`config.mk`:
```
export PLATFORM = sky130hd
export DESIGN_NAME = eeprom_arbiter_flat
export DESIGN_NICKNAME = d
export VERILOG_FILES = /design/src/rtl/eeprom_arbiter_if.sv /design/src/rtl/eeprom_arbiter.sv /design/src/flat_wrapper.sv
export SDC_FILE = /design/constraint.sdc
export NUM_CORES = 1
export LEC_CHECK = 0
export CORE_ASPECT_RATIO = 1.75
export CORE_MARGIN = 2
export CORE_UTILIZATION = 41
export CTS_CLUSTER_DIAMETER = 30
export DETAILED_ROUTE_END_ITERATION = 6
export PLACE_DENSITY = 0.83
export SLEW_MARGIN = 5
export SYNTH_ARGS = -nofsm -noshare
export SYNTH_HDL_FRONTEND = slang
export SYNTH_SLANG_ARGS = --single-unit
export TNS_END_PERCENT = 10
```
`constraint.sdc`:
```
create_clock -name CLK -period 1.98 [get_ports CLK]
set_input_delay 0.198 -clock CLK [delete_from_list [all_inputs] [get_ports CLK]]
set_output_delay 0.198 -clock CLK [all_outputs]
set_load 0.1 [all_outputs]
```
`src/rtl/eeprom_arbiter_if.sv`:
```
// Bundle of requester-side and engine-side signals for the EEPROM arbiter.
// The slave modport is the arbiter's view. The master modport is the
// environment's view (requesters plus engine).
interface eeprom_arbiter_if;
  logic        r0_req,   r1_req;
  logic        r0_we,    r1_we;
  logic [10:0] r0_addr,  r1_addr;
  logic [7:0]  r0_wdata, r1_wdata;
  logic        r0_gnt,   r1_gnt;
  logic        r0_done,  r1_done;
  logic        r0_err,   r1_err;
  logic [7:0]  r0_rdata, r1_rdata;
  logic        eng_wr, eng_rd;
  logic [10:0] eng_addr;
  logic [7:0]  eng_wdata;
  logic [7:0]  eng_rdata;
  logic        eng_ack;

  modport slave (
    input  r0_req, r1_req, r0_we, r1_we, r0_addr, r1_addr, r0_wdata, r1_wdata,
           eng_rdata, eng_ack,
    output r0_gnt, r1_gnt, r0_done, r1_done, r0_err, r1_err, r0_rdata, r1_rdata,
           eng_wr, eng_rd, eng_addr, eng_wdata
  );

  modport master (
    output r0_req, r1_req, r0_we, r1_we, r0_addr, r1_addr, r0_wdata, r1_wdata,
           eng_rdata, eng_ack,
    input  r0_gnt, r1_gnt, r0_done, r1_done, r0_err, r1_err, r0_rdata, r1_rdata,
           eng_wr, eng_rd, eng_addr, eng_wdata
  );
endinterface

```
`src/rtl/eeprom_arbiter.sv`:
```
// Two-port round-robin arbiter/sequencer in front of the serial EEPROM engine.
// All outputs are registers. Requests are sampled only in IDLE. A transfer
// ends on the engine ack, or on timeout after TIMEOUT cycles in WAIT.
module eeprom_arbiter #(
  parameter int TIMEOUT = 4096,
  parameter int TW      = 16
) (
  input logic            CLK,
  input logic            RESET,
  eeprom_arbiter_if.slave bus
);
  typedef enum logic [1:0] {IDLE, ISSUE, WAIT, DONE} state_t;

  localparam logic [TW-1:0] CNT_LAST = TW'(TIMEOUT - 1);

  state_t          state;
  logic            sel, last, we_q;
  logic [TW-1:0]   cnt;
  logic [1:0]      gnt, done, err;
  logic [1:0][7:0] rdata;
  logic [10:0]     addr_q;
  logic [7:0]      wdata_q;
  logic            wr_q, rd_q;
  logic [1:0]      req;
  logic            win;

  assign req = {bus.r1_req, bus.r0_req};

  // Winner: the only requester, or on a tie the port that did not win last time.
  always_comb begin
    win = req[1];
    if (req == 2'b11) win = ~last;
  end

  // Sequencer FSM with all outputs registered.
  always_ff @(posedge CLK) begin
    if (RESET) begin
      state   <= IDLE;
      sel     <= 1'b0;
      last    <= 1'b1;
      we_q    <= 1'b0;
      cnt     <= '0;
      gnt     <= '0;
      done    <= '0;
      err     <= '0;
      rdata   <= '0;
      addr_q  <= '0;
      wdata_q <= '0;
      wr_q    <= 1'b0;
      rd_q    <= 1'b0;
    end else begin
      case (state)
        IDLE: begin
          if (|req) begin
            sel     <= win;
            last    <= win;
            we_q    <= win ? bus.r1_we    : bus.r0_we;
            addr_q  <= win ? bus.r1_addr  : bus.r0_addr;
            wdata_q <= win ? bus.r1_wdata : bus.r0_wdata;
            wr_q    <= win ? bus.r1_we    : bus.r0_we;
            rd_q    <= win ? ~bus.r1_we   : ~bus.r0_we;
            gnt     <= win ? 2'b10 : 2'b01;
            state   <= ISSUE;
          end
        end
        ISSUE: begin
          wr_q  <= 1'b0;
          rd_q  <= 1'b0;
          cnt   <= '0;
          state <= WAIT;
        end
        WAIT: begin
          cnt <= cnt + 1'b1;
          // Ack beats expiry when both land in the same cycle.
          if (bus.eng_ack) begin
            if (!we_q) rdata[sel] <= bus.eng_rdata;
            done[sel] <= 1'b1;
            state     <= DONE;
          end else if (cnt == CNT_LAST) begin
            done[sel] <= 1'b1;
            err[sel]  <= 1'b1;
            state     <= DONE;
          end
        end
        DONE: begin
          gnt   <= '0;
          done  <= '0;
          err   <= '0;
          state <= IDLE;
        end
        default: state <= IDLE;
      endcase
    end
  end

  assign bus.r0_gnt    = gnt[0];
  assign bus.r1_gnt    = gnt[1];
  assign bus.r0_done   = done[0];
  assign bus.r1_done   = done[1];
  assign bus.r0_err    = err[0];
  assign bus.r1_err    = err[1];
  assign bus.r0_rdata  = rdata[0];
  assign bus.r1_rdata  = rdata[1];
  assign bus.eng_wr    = wr_q;
  assign bus.eng_rd    = rd_q;
  assign bus.eng_addr  = addr_q;
  assign bus.eng_wdata = wdata_q;
endmodule

```
`src/flat_wrapper.sv`:
```
// flat-port wrapper written by rule: the top's interface ports become plain ports
module eeprom_arbiter_flat 
#(
  parameter int TIMEOUT = 4096,
  parameter int TW      = 16
)
  (CLK, RESET, bus_r0_req, bus_r1_req, bus_r0_we, bus_r1_we, bus_r0_addr, bus_r1_addr, bus_r0_wdata, bus_r1_wdata, bus_eng_rdata, bus_eng_ack, bus_r0_gnt, bus_r1_gnt, bus_r0_done, bus_r1_done, bus_r0_err, bus_r1_err, bus_r0_rdata, bus_r1_rdata, bus_eng_wr, bus_eng_rd, bus_eng_addr, bus_eng_wdata);
  eeprom_arbiter_if bus_i ();
  input logic CLK;
  input logic RESET;
  input wire logic [$bits(bus_i.r0_req)-1:0] bus_r0_req;
  input wire logic [$bits(bus_i.r1_req)-1:0] bus_r1_req;
  input wire logic [$bits(bus_i.r0_we)-1:0] bus_r0_we;
  input wire logic [$bits(bus_i.r1_we)-1:0] bus_r1_we;
  input wire logic [$bits(bus_i.r0_addr)-1:0] bus_r0_addr;
  input wire logic [$bits(bus_i.r1_addr)-1:0] bus_r1_addr;
  input wire logic [$bits(bus_i.r0_wdata)-1:0] bus_r0_wdata;
  input wire logic [$bits(bus_i.r1_wdata)-1:0] bus_r1_wdata;
  input wire logic [$bits(bus_i.eng_rdata)-1:0] bus_eng_rdata;
  input wire logic [$bits(bus_i.eng_ack)-1:0] bus_eng_ack;
  output wire logic [$bits(bus_i.r0_gnt)-1:0] bus_r0_gnt;
  output wire logic [$bits(bus_i.r1_gnt)-1:0] bus_r1_gnt;
  output wire logic [$bits(bus_i.r0_done)-1:0] bus_r0_done;
  output wire logic [$bits(bus_i.r1_done)-1:0] bus_r1_done;
  output wire logic [$bits(bus_i.r0_err)-1:0] bus_r0_err;
  output wire logic [$bits(bus_i.r1_err)-1:0] bus_r1_err;
  output wire logic [$bits(bus_i.r0_rdata)-1:0] bus_r0_rdata;
  output wire logic [$bits(bus_i.r1_rdata)-1:0] bus_r1_rdata;
  output wire logic [$bits(bus_i.eng_wr)-1:0] bus_eng_wr;
  output wire logic [$bits(bus_i.eng_rd)-1:0] bus_eng_rd;
  output wire logic [$bits(bus_i.eng_addr)-1:0] bus_eng_addr;
  output wire logic [$bits(bus_i.eng_wdata)-1:0] bus_eng_wdata;
  assign bus_i.r0_req = bus_r0_req;
  assign bus_i.r1_req = bus_r1_req;
  assign bus_i.r0_we = bus_r0_we;
  assign bus_i.r1_we = bus_r1_we;
  assign bus_i.r0_addr = bus_r0_addr;
  assign bus_i.r1_addr = bus_r1_addr;
  assign bus_i.r0_wdata = bus_r0_wdata;
  assign bus_i.r1_wdata = bus_r1_wdata;
  assign bus_i.eng_rdata = bus_eng_rdata;
  assign bus_i.eng_ack = bus_eng_ack;
  assign bus_r0_gnt = bus_i.r0_gnt;
  assign bus_r1_gnt = bus_i.r1_gnt;
  assign bus_r0_done = bus_i.r0_done;
  assign bus_r1_done = bus_i.r1_done;
  assign bus_r0_err = bus_i.r0_err;
  assign bus_r1_err = bus_i.r1_err;
  assign bus_r0_rdata = bus_i.r0_rdata;
  assign bus_r1_rdata = bus_i.r1_rdata;
  assign bus_eng_wr = bus_i.eng_wr;
  assign bus_eng_rd = bus_i.eng_rd;
  assign bus_eng_addr = bus_i.eng_addr;
  assign bus_eng_wdata = bus_i.eng_wdata;
  eeprom_arbiter #(.TIMEOUT(TIMEOUT), .TW(TW)) u_core (.CLK(CLK), .RESET(RESET), .bus(bus_i));
endmodule
```
==> results of run 1 <==
==> where the power goes <==
group / switching, uW / internal, uW / leakage (uW)
Clock: 538 / 1130 / 0.000160
Combinational: 2130 / 740 / 0.000950
Sequential: 148 / 1540 / 0.000523
Total: 2810 / 3410 / 0.00163
==> per-layer routing <==
metal	track usage [%]	part of all wire, %	vias up
li1	-	-	1321
met1	21.5	37	1188
met2	35.5	54	87
met3	6.49	5.0	23
met4	10.2	4.0	0
met5	0	0	-
==> flip-flops by register name, indices dropped and copies added, names as in the netlist, 2 cells and up <==
register,cells
u_core.err,2
u_core.state,2
u_core.bus.eng_wdata,8
u_core.done,2
u_core.cnt,16
u_core.bus.eng_addr,11
u_core.gnt,2
u_core.bus.r0_rdata,8
u_core.bus.r1_rdata,8
==> placed cells by master (no fill, tap or decap), types with 3 or more instances in the layout <==
master / n
a211oi_1: 22
mux2i_1: 30
dfxtp_1: 64
nand2_1: 27
nor2_1: 52
nand2b_1: 7
nand4_1: 11
clkdlybuf4s50_1: 51
clkbuf_16: 9
nand3_1: 4
xnor2_1: 7
nor3_1: 5
o21ai_0: 5
buf_4: 54
ha_1: 5
inv_1: 7
a21oi_1: 12
xor2_1: 5
a22oi_1: 3
==> worst max-delay path, stage by stage (launching register included) <==
cell and delay, ps:
dfxtp_1 380, inv_1 90, ha_1 330, and4_1 250, nand2_1 90, or4_1 500
a21oi_1 150
==> logic make-up after synthesis <==
group                    count (synthesis)  synth area share (%)
AND/OR/NAND/NOR                        126                  21.9
XOR/XNOR                                12                  3.69
buffers and inverters                   24                  3.47
AO/OA/AOI/OAI                           54                  12.9
adder cells (fa/ha/maj)                  5                  2.19
multiplexers                            31                  10.9
flip-flops                              64                  45.0
==> final timing paths <==
kind                                              from                endpoint  cells after the start
worst max-delay path                   u_core.state[1]          u_core.cnt[11]                      6
worst min-delay path                             RESET             u_core.last                      3
worst max register to register         u_core.state[1]          u_core.cnt[11]                      6
worst min register to register  u_core.bus.r1_rdata[0]  u_core.bus.r1_rdata[0]                      2
==> layout make-up <==
class / instances / area (sq um)
Tap cell: 84 / 105
Timing Repair Buffer: 108 / 961
Clock buffer: 11 / 243
Sequential cell: 64 / 1280
Fill cell: 615 / 2640
Inverter: 7 / 26.3
Clock inverter: 5 / 78.8
Multi-Input combinational cell: 228 / 1470
==> per-stage QoR <==
step / cells / worst slack [ps] / hold slack (ps)
after floorplan: 316 / 130 / 334
after detailed placement: 491 / 160 / 452
after global routing: 507 / 8.78 / 279
final: 507 / 119 / 263
after CTS: 507 / 146 / 259
after global placement: 491 / 217 / 445
==> flow_metrics.tcl, run 1 <==
set metrics [dict create \
    grt_max_degree 41 \
    synthToLayoutAreaGrowth_pct 46.1 \
    syn_area_sq_mm 0.00285 \
    vdd_ir_drop_max_v 0.00108 \
    ys_warn_count 0 \
    diodes 0 \
    die_y_um 114 \
    worst-slew-pin-transition_ps 499 \
    ys_ff_latch 64 \
    slew_viol_final 0 \
    final_cell_area_sq_mm 0.00417 \
    clock_latency_ps 330 \
    dpl_cell_area_sq_mm 0.00384 \
    syn_inst 316 \
    cts_buffer_depth 2 \
    power.density_mw_per_mm2 1500 \
    min_path_type "input pin to flop" \
    status "completed" \
    rsz0062_at_grt "no" \
    drtAntennaViolNets 0 \
    finalClockSkew_ps 5.65 \
    hold_viol 0 \
    synth_top_area_cell "dfxtp_1" \
    yosysMostFrequentCell "dfxtp_1" \
    fin_util_pct 61.2 \
    cp-start-kind "flop" \
    cp_data_arrival_time_ps 2110 \
    finalCriticalPeriod_ps 1860 \
    first_pass_iters 5 \
    routabilityCongestion 0.846 \
    synth_edf_count 0 \
    clock_sinks 64 \
    std_cell_rows 40 \
    synthTopCellsByCount "dfxtp_1, nor2_1, mux2i_1" \
    ys.flop_type "dfxtp_1" \
    synthArstFlopShare_pct 0 \
    avgSynthCellArea_sq_um 9.02 \
    drt-vias-per-instance 5.17 \
    start_util_pct 41.9 \
    dpl.hpwl_mm 5.51 \
    root_buffer "clkbuf_16" \
    drive_above_1_share_pct 18.2 \
    slew_headroom_pct 66.6 \
    synthTopCellsByArea "dfxtp_1, mux2i_1, nor2_1, a211oi_1, nand2_1" \
    vias 2619 \
    cts_setup_buffers 0 \
    cp-end-kind "flop" \
    antenna_found_initial 0 \
    ctsHtreeMaxLevel 3 \
    yosysSeqAreaShare_pct 45.0 \
    rrSetupSlack_ps 120 \
    clkTransAtPathRegs_ps 50 \
    tns_ps 0 \
    synth_top_area_share_pct 45.0 \
    grt_pass1_vias 2617 \
    worstPathMaxFanout 4 \
    wl_per_cell_um 14.1 \
    cts_hold_buf 0 \
    fin_crit_sh_pct 94.0 \
    portBuffers 95 \
    die_w_um 67.0 \
    overflow 0 \
    cts_tree "done" \
    cts_resized 0 \
    synth_cell_types 43 \
    routed_wl_mm 7.14 \
    numCtsBuffers 9 \
    finalNetCount 476 \
    fmax_mhz 537 \
    power_uw 6230 \
    die_area_sq_mm 0.00766 \
    p_leak_uw 0.00163 \
    ioPinCount 96 \
    globalRouteTotalUtil_pct 20.4 \
    core_region_area_sq_mm 0.00681 \
    drtIter0Drc 145 \
    grt_pass1_wl_mm 11.9 \
    setup_viol_count_final 0 \
    drc 0 \
    crit_type "flop to flop" \
    maxCapViolations 0 \
    synth_fp_nets 374 \
    crit_required_ps 2230 \
]
(Power assumes the default switching activity.)
==> inputs of run 2 (changes only) <==
==> constraint.sdc (replaced) <==
create_clock -name CLK -period 1.98 [get_ports CLK]
set_input_delay 0.297 -clock CLK [delete_from_list [all_inputs] [get_ports CLK]]
set_output_delay 0.297 -clock CLK [all_outputs]
set_load 0.1 [all_outputs]
==> run 2 against run 1 <==
Effect of this change: hold slack better by 92 ps; first-iteration DRC count is 46% lower; routed wire length is 5.6% higher; total power is 0.24% lower; cell area is 0.12% higher; sequential power hardly changed; non-clock buffer count is 1 higher; largest cell class unchanged.
==> flow_metrics.tcl, run 2 (same netlist as run 1, synthesis figures left out) <==
set metrics [dict create \
    status "completed" \
    vias 2686 \
    drtAntennaViolNets 0 \
    clock_latency_ps 330 \
    die_y_um 114 \
    slew_viol_final 0 \
    portBuffers 95 \
    crit_required_ps 2240 \
    rrSetupSlack_ps 130 \
    synthToLayoutAreaGrowth_pct 46.3 \
    cts_resized 0 \
    nFillCells 596 \
    drtIter0Drc 79 \
    cts_setup_buffers 0 \
    r2r_end "u_core.cnt[11]" \
    cp-end-kind "flop" \
    drc 0 \
    final_cell_mix "dfxtp_1, buf_4, nor2_1, clkdlybuf4s50_1, mux2i_1" \
    hold_end "u_core.last" \
    rsz0062_at_grt "no" \
    diodes 0 \
    grt_busiest_layer "met2" \
    finalCriticalPeriod_ps 1850 \
    combinationalPowerShare_pct 46.2 \
    die_w_um 67.0 \
    grt_pass1_vias 2713 \
    drt-vias-per-instance 5.29 \
    top_register "u_core.cnt" \
    min_path_type "input pin to flop" \
    multi_input_area_sq_mm 0.00147 \
    internal-power_uw 3390 \
    die_area_sq_mm 0.00766 \
    worstPathMaxFanout 4 \
    clock_sinks 64 \
    maxCapViolations 0 \
    ff2ff_path_depth 6 \
    final_common_cell "dfxtp_1" \
    antenna_found_initial 0 \
    first_pass_iters 5 \
    routabilityCongestion 0.877 \
    routed_wl_mm 7.54 \
    overflow 0 \
    core_region_area_sq_mm 0.00681 \
    grtUsageMet1_pct 21.2 \
    grt_pass1_wl_mm 12.2 \
    cts_buffer_depth 2 \
    drive_above_1_share_pct 18.4 \
    worst_slack_ps 127 \
    cts_tree "done" \
    fin_crit_sh_pct 93.6 \
    power_switching_uw 2820 \
    grt_max_degree 41 \
    finalNetCount 477 \
    crit_type "flop to flop" \
    p_leak_uw 0.00163 \
    clkTransAtPathRegs_ps 50 \
    start_util_pct 41.9 \
    fmax_mhz 540 \
    ctsHtreeMaxLevel 3 \
    cp_data_arrival_time_ps 2110 \
    numCtsBuffers 9 \
    root_buffer "clkbuf_16" \
    tns_ps 0 \
    largest_reg_flops 16 \
    std_cell_rows 40 \
    seq_power_share_pct 27.3 \
    hold_viol 0 \
    met3_usage_pct 5.60 \
    worstReg2RegStart "u_core.state[1]" \
    min-delay-start "RESET" \
    setup_viol_count_final 0 \
    final-seq-area_sq_mm 0.00128 \
    dpl.hpwl_mm 5.52 \
    cp-start-kind "flop" \
    wl_per_cell_um 14.8 \
    swShare_pct 45.4 \
    power.density_mw_per_mm2 1490 \
    cts_hold_buf 0 \
    finalClockSkew_ps 2.71 \
    worst-slew-pin-transition_ps 400 \
    min_path_cells 3 \
    ioPinCount 96 \
    slew_headroom_pct 73.1 \
    vdd_ir_drop_max_v 0.00117 \
    met2_usage_pct 37.1 \
    power_uw 6210 \
    p_clk_share_pct 26.6 \
    finalHoldWorstSlack_ps 355 \
    globalRouteTotalUtil_pct 21.3 \
    pre_cts_ws_ps 62.3 \
]
-- run 2: area by class of cell --
cell class,instances,area share [%]
multi-input cells,228,35.3
flip-flops and latches,64,30.7
repair buffers,109,23.2
clock buffers,14,6.81
well taps,84,2.52
clock inverters,2,0.840
inverters,7,0.630
-- run 2: power by group through the flow --
stage                     combinational, uW  clock, uW  sequential (uW)
after floorplan                         717          0             3170
after global placement                 2840          0             1710
after detailed placement               2870          0             1710
after CTS                              2880       1670             1690
after global routing                   3010       1710             1720
final                                  2870       1650             1690
-- run 2: worst max-delay path: stages, from the launching register on --
cell and delay [ps]:
dfxtp_1 390, inv_1 90, ha_1 310, and4_1 220, nand2_1 90, or4_1 510
a21oi_1 170
-- run 2: worst max path at each step --
stage               startpoint               to  cells after the start
2_1_floorplan  u_core.state[0]   u_core.cnt[11]                      8
3_3_place_gp        bus_r1_req  u_core.state[1]                      4
3_5_place_dp       bus_eng_ack    u_core.err[1]                      4
4_1_cts        u_core.state[1]   u_core.cnt[11]                      6
5_1_grt          u_core.cnt[0]   u_core.done[1]                      5
6_report       u_core.state[1]   u_core.cnt[11]                      6
-- run 2: metrics by stage --
step | instance area (sq um) | utilization, % | std cells
6_report | 4170 | 61.3 | 508
5_1_grt | 4170 | 61.3 | 508
4_1_cts | 4170 | 61.3 | 508
3_3_place_gp | 3850 | 56.6 | 492
3_5_place_dp | 3850 | 56.6 | 492
2_1_floorplan | 2850 | - | 316
-- run 2: metal layers --
layer  wire [um]  share of wire (%)  up-vias
met5           0                  0        -
met4         338                4.5        0
met3         482                6.4       28
met2        4040                 54      109
met1        2680                 36     1222
li1            -                  -     1327
==> inputs of run 3 (changes only) <==
--- a/config.mk
+++ b/config.mk
@@ -7,10 +7,11 @@
 export LEC_CHECK = 0
 export CORE_ASPECT_RATIO = 1.75
 export CORE_MARGIN = 2
-export CORE_UTILIZATION = 41
+export CORE_UTILIZATION = 52
 export CTS_CLUSTER_DIAMETER = 30
 export DETAILED_ROUTE_END_ITERATION = 6
-export PLACE_DENSITY = 0.83
+export DONT_BUFFER_PORTS = 1
+export PLACE_DENSITY = 0.77
 export SLEW_MARGIN = 5
 export SYNTH_ARGS = -nofsm -noshare
 export SYNTH_HDL_FRONTEND = slang
==> run 3 against run 2 <==
Effect of this change: maximum frequency increased by 2.5%; utilization rose by 6.0 points; die area is 20% lower; total power shrank 6.9%; global-route usage is 4.1 points higher; first-iteration DRC count up 10%; sequential power is 3% lower; hold slack got worse by 340 ps; clock skew increased by 6.2 ps.
==> flow_metrics.tcl, run 3 (same netlist as run 1, synthesis figures left out) <==
set metrics [dict create \
    status "completed" \
    cts_buffer_depth 2 \
    finalNetCount 424 \
    crit_chain "inv_1 > ha_4 > and4_1 > nand2_1 > or4_1 > a21oi_1" \
    setup_viol_count_final 0 \
    final-seq-area_sq_mm 0.00128 \
    slowest_delay_ps 510 \
    globalRouteTotalUtil_pct 25.4 \
    fmax_mhz 553 \
    swShare_pct 48.5 \
    dpl_cell_area_sq_mm 0.00327 \
    tns_ps 0 \
    synthToLayoutAreaGrowth_pct 25.1 \
    clkTransAtPathRegs_ps 70 \
    largest_reg_flops 16 \
    start_util_pct 53.8 \
    combinationalPowerShare_pct 48.8 \
    min_path_type "input pin to flop" \
    diodes 0 \
    drive_above_1_share_pct 20.2 \
    internal-power_uw 2980 \
    pre_cts_ws_ps 86.1 \
    drtAntennaViolNets 0 \
    fin_crit_sh_pct 91.3 \
    slowest_stage "or4_1" \
    worstPathMaxFanout 8 \
    cp-end-kind "flop" \
    first_pass_iters 4 \
    power_uw 5780 \
    crit_type "flop to flop" \
    drt-vias-per-instance 5.64 \
    portBuffers 0 \
    clock_sinks 64 \
    p_leak_uw 0.00138 \
    crit_required_ps 2260 \
    root_buffer "clkbuf_8" \
    power.density_mw_per_mm2 1620 \
    die_y_um 102 \
    cp-start-kind "flop" \
    fin_util_pct 67.3 \
    slew_viol_final 0 \
    finalCriticalPeriod_ps 1810 \
    vdd_ir_drop_max_v 0.00135 \
    grt_pass1_wl_mm 11.7 \
    drtIter0Drc 87 \
    hold_viol 0 \
    ctsHtreeMaxLevel 3 \
    final_cell_area_sq_mm 0.00357 \
    seq_power_share_pct 28.3 \
    dpl.hpwl_mm 4.93 \
    maxCapViolations 0 \
    cp_data_arrival_time_ps 2090 \
    die_w_um 60.0 \
    p_clk_share_pct 22.9 \
    drc 0 \
    antenna_found_initial 0 \
    grt_pass1_vias 2606 \
    slew_headroom_pct 50.9 \
    die_area_sq_mm 0.00611 \
    clock_latency_ps 350 \
    power_switching_uw 2800 \
    final_cell_mix "dfxtp_1, nor2_1, buf_4, mux2i_1, nand2_1" \
    std_cell_rows 35 \
    final_common_cell "dfxtp_1" \
    overflow 0 \
    numCtsBuffers 9 \
    cts_setup_buffers 0 \
    ioPinCount 96 \
    wl_per_cell_um 16.2 \
    routed_wl_mm 7.22 \
    cts_tree "done" \
    vias 2508 \
    core_region_area_sq_mm 0.00530 \
    rsz0062_at_grt "no" \
    finalClockSkew_ps 8.95 \
    multi_input_area_sq_mm 0.00149 \
    routabilityCongestion 0.833 \
    nFillCells 404 \
    worst_slack_ps 173 \
    top_register "u_core.cnt" \
    grt_max_degree 41 \
    worst-slew-pin-transition_ps 733 \
]
[run 3: cell count changes in the layout (fill, tap and decap cells not counted), moves of 2 or more]
cell	previous run	this run
buf_4	55	51
inv_6	0	2
clkdlybuf4s50_1	51	0
ha_1	5	3
clkbuf_8	4	11
dlygate4sd3_1	0	4
clkbuf_16	9	0
[run 3: layout make-up]
cell class	instances	share of cell area, %
Clock inverter	5	2.42
Clock buffer	11	4.25
Timing Repair Buffer	56	12.4
Multi-Input combinational cell	228	41.6
Sequential cell	64	35.9
Tap cell	74	2.60
Inverter	7	0.737
[run 3: timing repair]
| item | 4_1_cts | 5_1_grt |
|---|---|---|
| hold buffers | 4 | 0 |
| gates resized for setup | 0 | 3 |
| endpoints found under the hold margin | 17 | 0 |
| setup endpoints to repair | 0 | 2 |
[run 3: path summary, 6_finish.rpt]
kind              depth (start not counted)                 endpoint         startpoint  slack (ps)
setup / recovery                          6           u_core.cnt[11]    u_core.state[1]         170
hold / removal                            1  u_core.bus.eng_wdata[0]              RESET          10
setup reg to reg                          6           u_core.cnt[11]    u_core.state[1]         170
hold reg to reg                           2        u_core.bus.eng_wr  u_core.bus.eng_wr         450
[run 3: metrics by stage]
step,instances,hold slack [ps]
after floorplan,316,433
after global placement,425,373
final,445,13.8
after detailed placement,425,376
after global routing,445,0.0688
after CTS,445,0.118
[run 3: power by group through the flow]
stage	logic [uW]	clock network, uW	registers (uW)
5_1_grt	2960	1390	1660
3_5_place_dp	2750	0	1660
4_1_cts	2790	1340	1640
6_report	2820	1320	1640
3_3_place_gp	2710	0	1650
2_1_floorplan	717	0	3170
[run 3: critical path, delay by kind of cell (launching register included)]
kind / cells / cell delay [ps]
AOI/OAI and AO/OA: 1 / 150
adders and majority gates: 1 / 320
buffers and inverters: 1 / 100
DFF: 1 / 380
and+or+nand+nor: 3 / 790
[run 3: per-layer routing]
metal	share of wire (%)	wire (um)	vias up	track usage (%)
li1	-	-	1218	-
met1	36	2620	1177	24.4
met2	54	3910	84	44.6
met3	5.1	365	29	7.59
met4	4.4	318	0	17.1
met5	0	0	-	0
